$ cat src/rtl/msrv32_machine_control.sv
// Machine-mode trap controller for the MSRV32 core.
// Decodes SYSTEM instructions and exception/interrupt inputs, sequences
// trap entry (TRAP_TAKEN) and MRET (TRAP_RETURN), and drives CSR strobes.
// All strobes are decoded from the state register, so they appear one cycle
// after the triggering event. instret_inc_out is the only output that also
// looks at the inputs: it is 1 only in a cycle that stays in OPERATING.
// Optional feature: define MSRV32_WFI_EN to add a WFI sleep state that
// stalls fetch until an enabled interrupt becomes pending.
module msrv32_machine_control (
  input  logic       ms_riscv32_mp_clk_in,
  input  logic       ms_riscv32_mp_rst_in,
  input  logic       illegal_instr_in,
  input  logic       misaligned_instr_in,
  input  logic       misaligned_load_in,
  input  logic       misaligned_store_in,
  input  logic [4:0] opcode_6_to_2_in,
  input  logic [2:0] funct3_in,
  input  logic [6:0] funct7_in,
  input  logic [4:0] rs2_addr_in,
  input  logic       mie_in,
  input  logic       meie_in,
  input  logic       mtie_in,
  input  logic       msie_in,
  input  logic       meip_in,
  input  logic       mtip_in,
  input  logic       msip_in,
  output logic       i_or_e_out,
  output logic [3:0] cause_out,
  output logic       set_epc_out,
  output logic       set_cause_out,
  output logic       mie_clear_out,
  output logic       mie_set_out,
  output logic       instret_inc_out,
  output logic [1:0] pc_src_out,
  output logic       flush_out,
  output logic       stall_out
);

`ifdef MSRV32_WFI_EN
  typedef enum logic [2:0] {
    ST_RESET       = 3'd0,
    ST_OPERATING   = 3'd1,
    ST_TRAP_TAKEN  = 3'd2,
    ST_TRAP_RETURN = 3'd3,
    ST_WFI         = 3'd4
  } state_t;
`else
  typedef enum logic [1:0] {
    ST_RESET       = 2'd0,
    ST_OPERATING   = 2'd1,
    ST_TRAP_TAKEN  = 2'd2,
    ST_TRAP_RETURN = 2'd3
  } state_t;
`endif

  // r_state is the debug-visible FSM state (enum-typed for waveform/probe binding).
  state_t     r_state;
  state_t     w_next_state;
  logic       r_i_or_e;
  logic [3:0] r_cause;
  logic       w_load_cause;
  logic       w_next_i_or_e;
  logic [3:0] w_next_cause;

  // SYSTEM instruction decode
  logic w_is_system;
  logic w_ecall;
  logic w_ebreak;
  logic w_mret;
  assign w_is_system = (opcode_6_to_2_in == 5'b11100) && (funct3_in == 3'b000);
  assign w_ecall     = w_is_system && (funct7_in == 7'b0000000) && (rs2_addr_in == 5'b00000);
  assign w_ebreak    = w_is_system && (funct7_in == 7'b0000000) && (rs2_addr_in == 5'b00001);
  assign w_mret      = w_is_system && (funct7_in == 7'b0011000) && (rs2_addr_in == 5'b00010);
`ifdef MSRV32_WFI_EN
  logic w_wfi;
  assign w_wfi       = w_is_system && (funct7_in == 7'b0001000) && (rs2_addr_in == 5'b00101);
`endif

  // Trap conditions; w_irq_pending ignores the global enable (used for WFI wake-up)
  logic w_irq_pending;
  logic w_interrupt;
  logic w_exception;
  assign w_irq_pending = (meie_in & meip_in) | (msie_in & msip_in) | (mtie_in & mtip_in);
  assign w_interrupt   = mie_in & w_irq_pending;
  assign w_exception   = illegal_instr_in | misaligned_instr_in | misaligned_load_in |
                         misaligned_store_in | w_ecall | w_ebreak;

  // Cause encoders, highest priority source first
  logic [3:0] w_int_cause;
  logic [3:0] w_exc_cause;
  always_comb begin
    w_int_cause = 4'd7;
    if (meie_in & meip_in)      w_int_cause = 4'd11;
    else if (msie_in & msip_in) w_int_cause = 4'd3;

    w_exc_cause = 4'd6;
    if (misaligned_instr_in)     w_exc_cause = 4'd0;
    else if (illegal_instr_in)   w_exc_cause = 4'd2;
    else if (w_ebreak)           w_exc_cause = 4'd3;
    else if (w_ecall)            w_exc_cause = 4'd11;
    else if (misaligned_load_in) w_exc_cause = 4'd4;
  end

  // State register and trap-cause registers (cause loaded only on trap entry)
  always_ff @(posedge ms_riscv32_mp_clk_in or posedge ms_riscv32_mp_rst_in) begin
    if (ms_riscv32_mp_rst_in) begin
      r_state  <= ST_RESET;
      r_i_or_e <= 1'b0;
      r_cause  <= 4'd0;
    end else begin
      r_state <= w_next_state;
      if (w_load_cause) begin
        r_i_or_e <= w_next_i_or_e;
        r_cause  <= w_next_cause;
      end
    end
  end

  // Next-state logic; trap inputs are only acted on in OPERATING (and WFI wake-up)
  always_comb begin
    w_next_state  = r_state;
    w_load_cause  = 1'b0;
    w_next_i_or_e = r_i_or_e;
    w_next_cause  = r_cause;
    case (r_state)
      ST_RESET: w_next_state = ST_OPERATING;
      ST_OPERATING: begin
        if (w_interrupt) begin
          w_next_state  = ST_TRAP_TAKEN;
          w_load_cause  = 1'b1;
          w_next_i_or_e = 1'b1;
          w_next_cause  = w_int_cause;
        end else if (w_exception) begin
          w_next_state  = ST_TRAP_TAKEN;
          w_load_cause  = 1'b1;
          w_next_i_or_e = 1'b0;
          w_next_cause  = w_exc_cause;
        end else if (w_mret) begin
          w_next_state = ST_TRAP_RETURN;
`ifdef MSRV32_WFI_EN
        end else if (w_wfi) begin
          w_next_state = ST_WFI;
`endif
        end
      end
      ST_TRAP_TAKEN:  w_next_state = ST_OPERATING;
      ST_TRAP_RETURN: w_next_state = ST_OPERATING;
`ifdef MSRV32_WFI_EN
      ST_WFI: begin
        if (w_irq_pending) begin
          if (mie_in) begin
            w_next_state  = ST_TRAP_TAKEN;
            w_load_cause  = 1'b1;
            w_next_i_or_e = 1'b1;
            w_next_cause  = w_int_cause;
          end else begin
            w_next_state = ST_OPERATING;
          end
        end
      end
`endif
      default: w_next_state = ST_RESET;
    endcase
  end

  // Moore strobes decoded from the state register
  always_comb begin
    set_epc_out     = 1'b0;
    set_cause_out   = 1'b0;
    mie_clear_out   = 1'b0;
    mie_set_out     = 1'b0;
    instret_inc_out = 1'b0;
    pc_src_out      = 2'b11;
    flush_out       = 1'b0;
    stall_out       = 1'b0;
    case (r_state)
      ST_RESET: begin
        pc_src_out = 2'b00;
        flush_out  = 1'b1;
      end
      ST_OPERATING: begin
        instret_inc_out = (w_next_state == ST_OPERATING);
      end
      ST_TRAP_TAKEN: begin
        set_epc_out   = 1'b1;
        set_cause_out = 1'b1;
        mie_clear_out = 1'b1;
        flush_out     = 1'b1;
        pc_src_out    = 2'b10;
      end
      ST_TRAP_RETURN: begin
        mie_set_out = 1'b1;
        flush_out   = 1'b1;
        pc_src_out  = 2'b01;
      end
`ifdef MSRV32_WFI_EN
      ST_WFI: stall_out = 1'b1;
`endif
      default: begin
        pc_src_out = 2'b00;
        flush_out  = 1'b1;
      end
    endcase
  end

  assign i_or_e_out = r_i_or_e;
  assign cause_out  = r_cause;

endmodule

$ cat config.mk
export PLATFORM = sky130hd
export DESIGN_NAME = msrv32_machine_control
export DESIGN_NICKNAME = d
export VERILOG_FILES = /design/src/rtl/msrv32_machine_control.sv
export SDC_FILE = /design/constraint.sdc
export NUM_CORES = 1
export LEC_CHECK = 0
export BUFFER_PORTS_ARGS = -buffer_cell sky130_fd_sc_hd__buf_4
export CORE_MARGIN = 2
export CORE_UTILIZATION = 37
export DETAILED_ROUTE_END_ITERATION = 8
export GPL_TIMING_DRIVEN = 1
export HOLD_SLACK_MARGIN = 0.08
export MAX_ROUTING_LAYER = met4
export PLACE_DENSITY = 0.88
export SLEW_MARGIN = 5
export SYNTH_ARGS = -nofsm -noshare
export SYNTH_HDL_FRONTEND = slang
export SYNTH_SLANG_ARGS = --single-unit
$ cat constraint.sdc
create_clock -name ms_riscv32_mp_clk_in -period 1.5 [get_ports ms_riscv32_mp_clk_in]
set_clock_uncertainty 0.15 [all_clocks]
set_input_delay 0.075 -clock ms_riscv32_mp_clk_in [delete_from_list [all_inputs] [get_ports ms_riscv32_mp_clk_in]]
set_output_delay 0.075 -clock ms_riscv32_mp_clk_in [all_outputs]
set_load 0.1 [all_outputs]
## After elaboration in Yosys (flattened, before gate mapping)

Cells that the tools add are included.

| word-level totals | value |
|---|---|
| ROM bits | 0 |
| word-level logic and storage cells | 58 |
| bits in latches | 0 |
| RAM bits | 0 |
| memories | 0 |
| bits in registers | 7 |
| input port bits | 33 |

| cells by class | value |
|---|---|
| reductions and logical operators | 13 |
| mux-type cells | 23 |
| equal/unequal tests | 8 |
| add/sub/neg operators | 0 |
| shift-type cells | 0 |
| multiply operators | 0 |
| divide/modulo/power cells | 0 |
| bitwise gates (word level) | 11 |
| magnitude comparators | 0 |

Operator list:

| operator | count |
|---|---|
| $mux 4 | 7 |
| $mux 1 | 9 |
| $mux 2 | 4 |
| $eq 7x5->1 const B | 1 |
| $logic_not 7->1 | 1 |
| $or 1x1->1 | 7 |
| $logic_and 1x1->1 | 6 |
| $pmux 2 s3 | 1 |
| $eq 5x1->1 const B | 1 |
| $eq 5x2->1 const B | 1 |
| $eq 5x5->1 const B | 1 |
| $logic_not 5->1 | 1 |
| $and 1x1->1 | 4 |
| $eq 2x1->1 const B | 2 |
| $eq 2x2->1 const B | 2 |
| $pmux 2 s2 | 1 |
| $logic_not 3->1 | 1 |
| $mux 3 | 1 |
| $reduce_and 3->1 | 1 |
| $reduce_or 3->1 | 1 |
| $logic_not 2->1 | 1 |
| $reduce_bool 2->1 | 1 |

## Longest topological paths before layout

| depth | value |
|---|---|
| word-level depth | 11 |
| gate-level depth with buffers | 5 |

## Worst setup path before layout

OpenSTA, ideal clock, no wires.

| timing | value |
|---|---|
| kind | flip-flop to output port |
| start point | register r_state[0] |
| end point | output pc_src_out[0] |
| required time | 1.275 ns |
| setup slack | -0.494 ns |
| arrival | 1.769 ns |
| buffers on the path | 0 |
| cell stages (with the launch flop) | 3 |
| path through | dfrtp_1 -> ha_1 -> or2_2 |

| on the way | value |
|---|---|
| cells in the longest elaborated chain, start to end | 2 |
| elaborated cells on any way between the ends | 4 |
| those cells by class | 2 x eq/ne; 1 x mux; 1 x reduce/logical |

RTL lines:

| what | line | RTL |
|---|---|---|
| start: declaration | 57 | `state_t r_state;` |
| start signal: assignment | 111 | `r_state <= w_next_state;` |
| $eq 2x2->1 / $logic_not 2->1 (equally long branches) | 176 | `case (r_state)` |
| $pmux 2 s3 * | 176 |  |
| end: declaration | 34 | `output logic [1:0] pc_src_out,` |

Every way passes the cells marked *; elsewhere a longest branch is shown, timed or not.

## Worst setup path after layout

| timing | value |
|---|---|
| start point | input funct7_in[6] |
| end point | output instret_inc_out |

| on the way | value |
|---|---|
| cells in the longest elaborated chain, start to end | 10 |
| elaborated cells on any way between the ends | 15 |
| those cells by class | 2 x eq/ne; 5 x mux; 2 x bitwise; 6 x reduce/logical |

RTL lines:

| what | line | RTL |
|---|---|---|
| start: declaration | 18 | `input logic [6:0] funct7_in,` |
| $logic_not 7->1 | 71, 72 |  |
| $logic_and 1x1->1 | 71, 72 |  |
| $logic_and 1x1->1 | 71 | `assign w_ecall = w_is_system && (funct7_in == 7'b0000000) && (rs2_addr_in == 5'b00000);` |
| $or 1x1->1 (2 in a row) | 86 | `misaligned_store_in \| w_ecall \| w_ebreak;` |
| $mux 2 * | 133 | `end else if (w_exception) begin` |
| $mux 2 * | 128 | `if (w_interrupt) begin` |
| $pmux 2 s2 * | 125 | `case (r_state)` |
| $eq 2x1->1 * | 182 | `instret_inc_out = (w_next_state == ST_OPERATING);` |
| $mux 1 * | 176 |  |
| end: declaration | 33 | `output logic instret_inc_out,` |

Marks and branches as above.

==> metrics.md <==
| Metric | Value |
|---|---|
| Hold depth | 3 |
| Die span in x | 43.44 um |
| Gr usage total | 0.2698 |
| P_leak | 0.5899 nW |
| Avg WL per Cell | 19.75 um |
| Cells after Synth | 60 |
| Ys Warns | 0 |
| Syn Nets | 96 |
| WP data arrival | 1.46 ns |
| Register area share after synthesis | 0.3043 |
| Switching Share | 0.3919 |
| Initial DRC count | 14 |
| I/O pin count | 47 |
| Utilization after layout | 0.8462 |
| Max Clock Freq | 593.0 MHz |
| Hold WC Path Type | input pin to flop |
| Post-synth top area share | 0.3043 |
| Critical path capture point type | output port |
| CP startpoint kind | input pin |
| Clock tree sinks | 7 |
| Maximum VDD drop | 0.4906 mV |
| H-tree levels | 1 |
| Status | finished, violations left |
| Post-layout nets | 163 |
| Antenna Cells | 0 |
| Async SR Flop Fraction | 1.000 |
| FP Rows | 14 |
| Post-synth top area cell | dfrtp_1 |
| Top cells by area, synth | dfrtp_1 (30%), ha_1 (6.5%), inv_1 (5.2%), o2111ai_4 (4.6%), buf_4 (3.9%) |
| Final slew viol count | 0 |
| IO buf count | 45 |
| Crit path kind | input pin to output port |
| Most common library cells after synthesis | inv_1 (8), dfrtp_1 (7), nor2_1 (4) |
| Largest net degree at the start of global routing | 8 |
| Antenna violations before repair | 0 |
| TritonCTS Buffers | 3 |
| Area grow syn2layout | 118.9% |
| Root buf cell | clkbuf_4 |
| Die H | 43.44 um |
| Worst R2R Setup Slack | -0.01 ns |
| Tmin final | 1.686 ns |
| CP required | 1.27 ns |
| CTS clk-pin slew, worst paths | 0.06 ns |
| Final Non-Filler Cells | 142 |
| Unique masters post-synth | 33 |
| Max cap viols | 0 |
| Synth Flop Type | dfrtp_1 |
| Synthesized area per cell | 9.593 um2 |
| GPL Wtd Cong | 0.7954 |
| CTS tree | built |
| Die area | 1887 um2 |
| Hold Startpoint | mie_in |
| Post-Syn Area | 575.6 um2 |
| Internal power | 0.4326 mW |
| Switching pwr | 0.2789 mW |
| Crit-path max FO | 3 |
| Vias in the first global route | 809 |
| Total wire length | 2805 um |
| R2r startpoint | r_state[1]$_DFF_PP0_ |
| DRC viols | 0 |
| RR Endpoint | i_or_e_out$_DFFE_PP0P_ |
| Setup ws final | -0.1863 ns |
| Clock latency on the worst-skew pair | 0.26 ns |
| First drt pass iteration count | 4 |
| Failing checks | negative setup slack |
| Most frequent cell after synthesis | inv_1 |
| DP HPWL | 1575 um |
| Placed Cells | 126 |
| Clock Power Share | 0.256 |
| Core Footprint | 1489 um2 |
| Drt via density | 5.655 |
| Worst R2R Path Depth | 6 |
| Vias | 803 |
| Antenna Nets Post-Route | 0 |
| Tcrit/Tclk final | 1.124 |
| Worst hold endpoint | cause_out[2]$_DFFE_PP0P_ |
| Share of layout cells above drive strength 1 | 0.7143 |
| CTS max path bufs | 2 |
| Comb power frac | 0.450 |
| Sequential share of power | 0.294 |
| Grt ovf | 0 |
| Unrepaired setup endpoints after global routing | true |
| Post-synth EDFFs | 0 |
| Initial cell density of the core | 0.3866 |
| First-pass GRT wire length | 3581 um |
| Pwr Density | 564.7 nW/um2 |
| Flops & latches, synth | 7 |
| FILL cells | 77 |
| Final setup fails | 9 |
| Final Hold Violating Endpoints | 0 |
## power by group through the flow
stage	registers (mW)	clock network [mW]	logic [mW]
2_1_floorplan	0.298	0	0.0678
3_3_place_gp	0.211	0	0.264
3_5_place_dp	0.211	0	0.272
4_1_cts	0.208	0.179	0.288
5_1_grt	0.210	0.189	0.332
6_report	0.209	0.182	0.320
## placed cells by master, fill, tap and decap left out, types with 3 or more instances in the layout
| cell type | instances |
|---|---|
| buf_6 | 7 |
| inv_1 | 5 |
| clkbuf_4 | 3 |
| dlygate4sd3_1 | 3 |
| nor2_1 | 3 |
| dfrtp_1 | 6 |
| nor4_4 | 3 |
| buf_4 | 51 |
| nand3_1 | 3 |
## metal layers
layer  part of all wire  GRT usage  vias up
li1                   -          -      344
met1               0.35     0.2245      393
met2               0.54     0.5582       51
met3              0.054    0.02083       15
met4              0.058     0.1515        0
met5                  0          -        -
## flip-flops by register name, indices dropped and copies added, names as in the netlist
| signal | cells |
|---|---|
| r_state | 2 |
| cause_out | 4 |
| i_or_e_out | 1 |
## logic make-up (layout without fill, tap and decap cells)
family          after synthesis  in the layout  synth area share
compound gates               13             13            0.1891
mux                           3              3           0.05652
other cells                   1              1          0.006515
fa+ha+maj                     3              3           0.06522
simple gates                 22             22            0.2870
flops                         7              7            0.3044
buf+inv                      11             77           0.09130
## critical path: stages
cell,delay (ns)
buf_8,0.10
nor4_4,0.32
nand3_2,0.20
nor4_4,0.35
nor2_2,0.08
and4_4,0.17
buf_12,0.16
## how the worst max path moves through the flow
| stage | to | cells after the start | startpoint | slack, ns |
|---|---|---|---|---|
| finish | instret_inc_out | 7 | funct7_in[6] | -0.19 |
| floorplan | cause_out[2]$_DFFE_PP0P_ | 5 | r_state[1]$_DFF_PP0_ | -0.21 |
| CTS | instret_inc_out | 7 | rs2_addr_in[4] | -0.18 |
| global route | instret_inc_out | 7 | funct7_in[6] | -0.24 |
| global placement | instret_inc_out | 7 | opcode_6_to_2_in[1] | -0.24 |
| detailed placement | instret_inc_out | 7 | funct7_in[6] | -0.31 |
## area by class of cell
cell class	count	area, um2	share of cell area
sequential	7	176.4	0.1400
tap	16	20.02	0.01589
timing repair buffer	65	561.8	0.4459
multi-input combinational	42	437.9	0.3476
inverter	8	37.54	0.02979
clock buffer	4	26.28	0.02085
## metrics by stage
stage               hold slack [ns]  setup TNS (ns)  setup slack [ns]  total power [mW]  area (um2)
CTS                         0.09355         -0.3557           -0.1784            0.6749        1166
floorplan                   -0.2716         -0.7945           -0.2138            0.3655       609.3
finish                      0.09059         -0.6915           -0.1863            0.7115        1260
detailed placement          -0.1152          -1.430           -0.3123            0.4833        1005
global placement            -0.1349         -0.9500           -0.2391            0.4746        1005
global route                 0.1004          -1.173           -0.2439            0.7308        1260
## repair_timing
action / 4_1_cts / 5_1_grt
gates resized for setup: 14 / 16
pin swaps: 5 / 9
setup endpoints to repair: 4 / 13
endpoints found under the hold margin: 8 / 0
hold buffers: 3 / 0
setup buffers: 6 / 3
(Power assumes the default switching activity.)
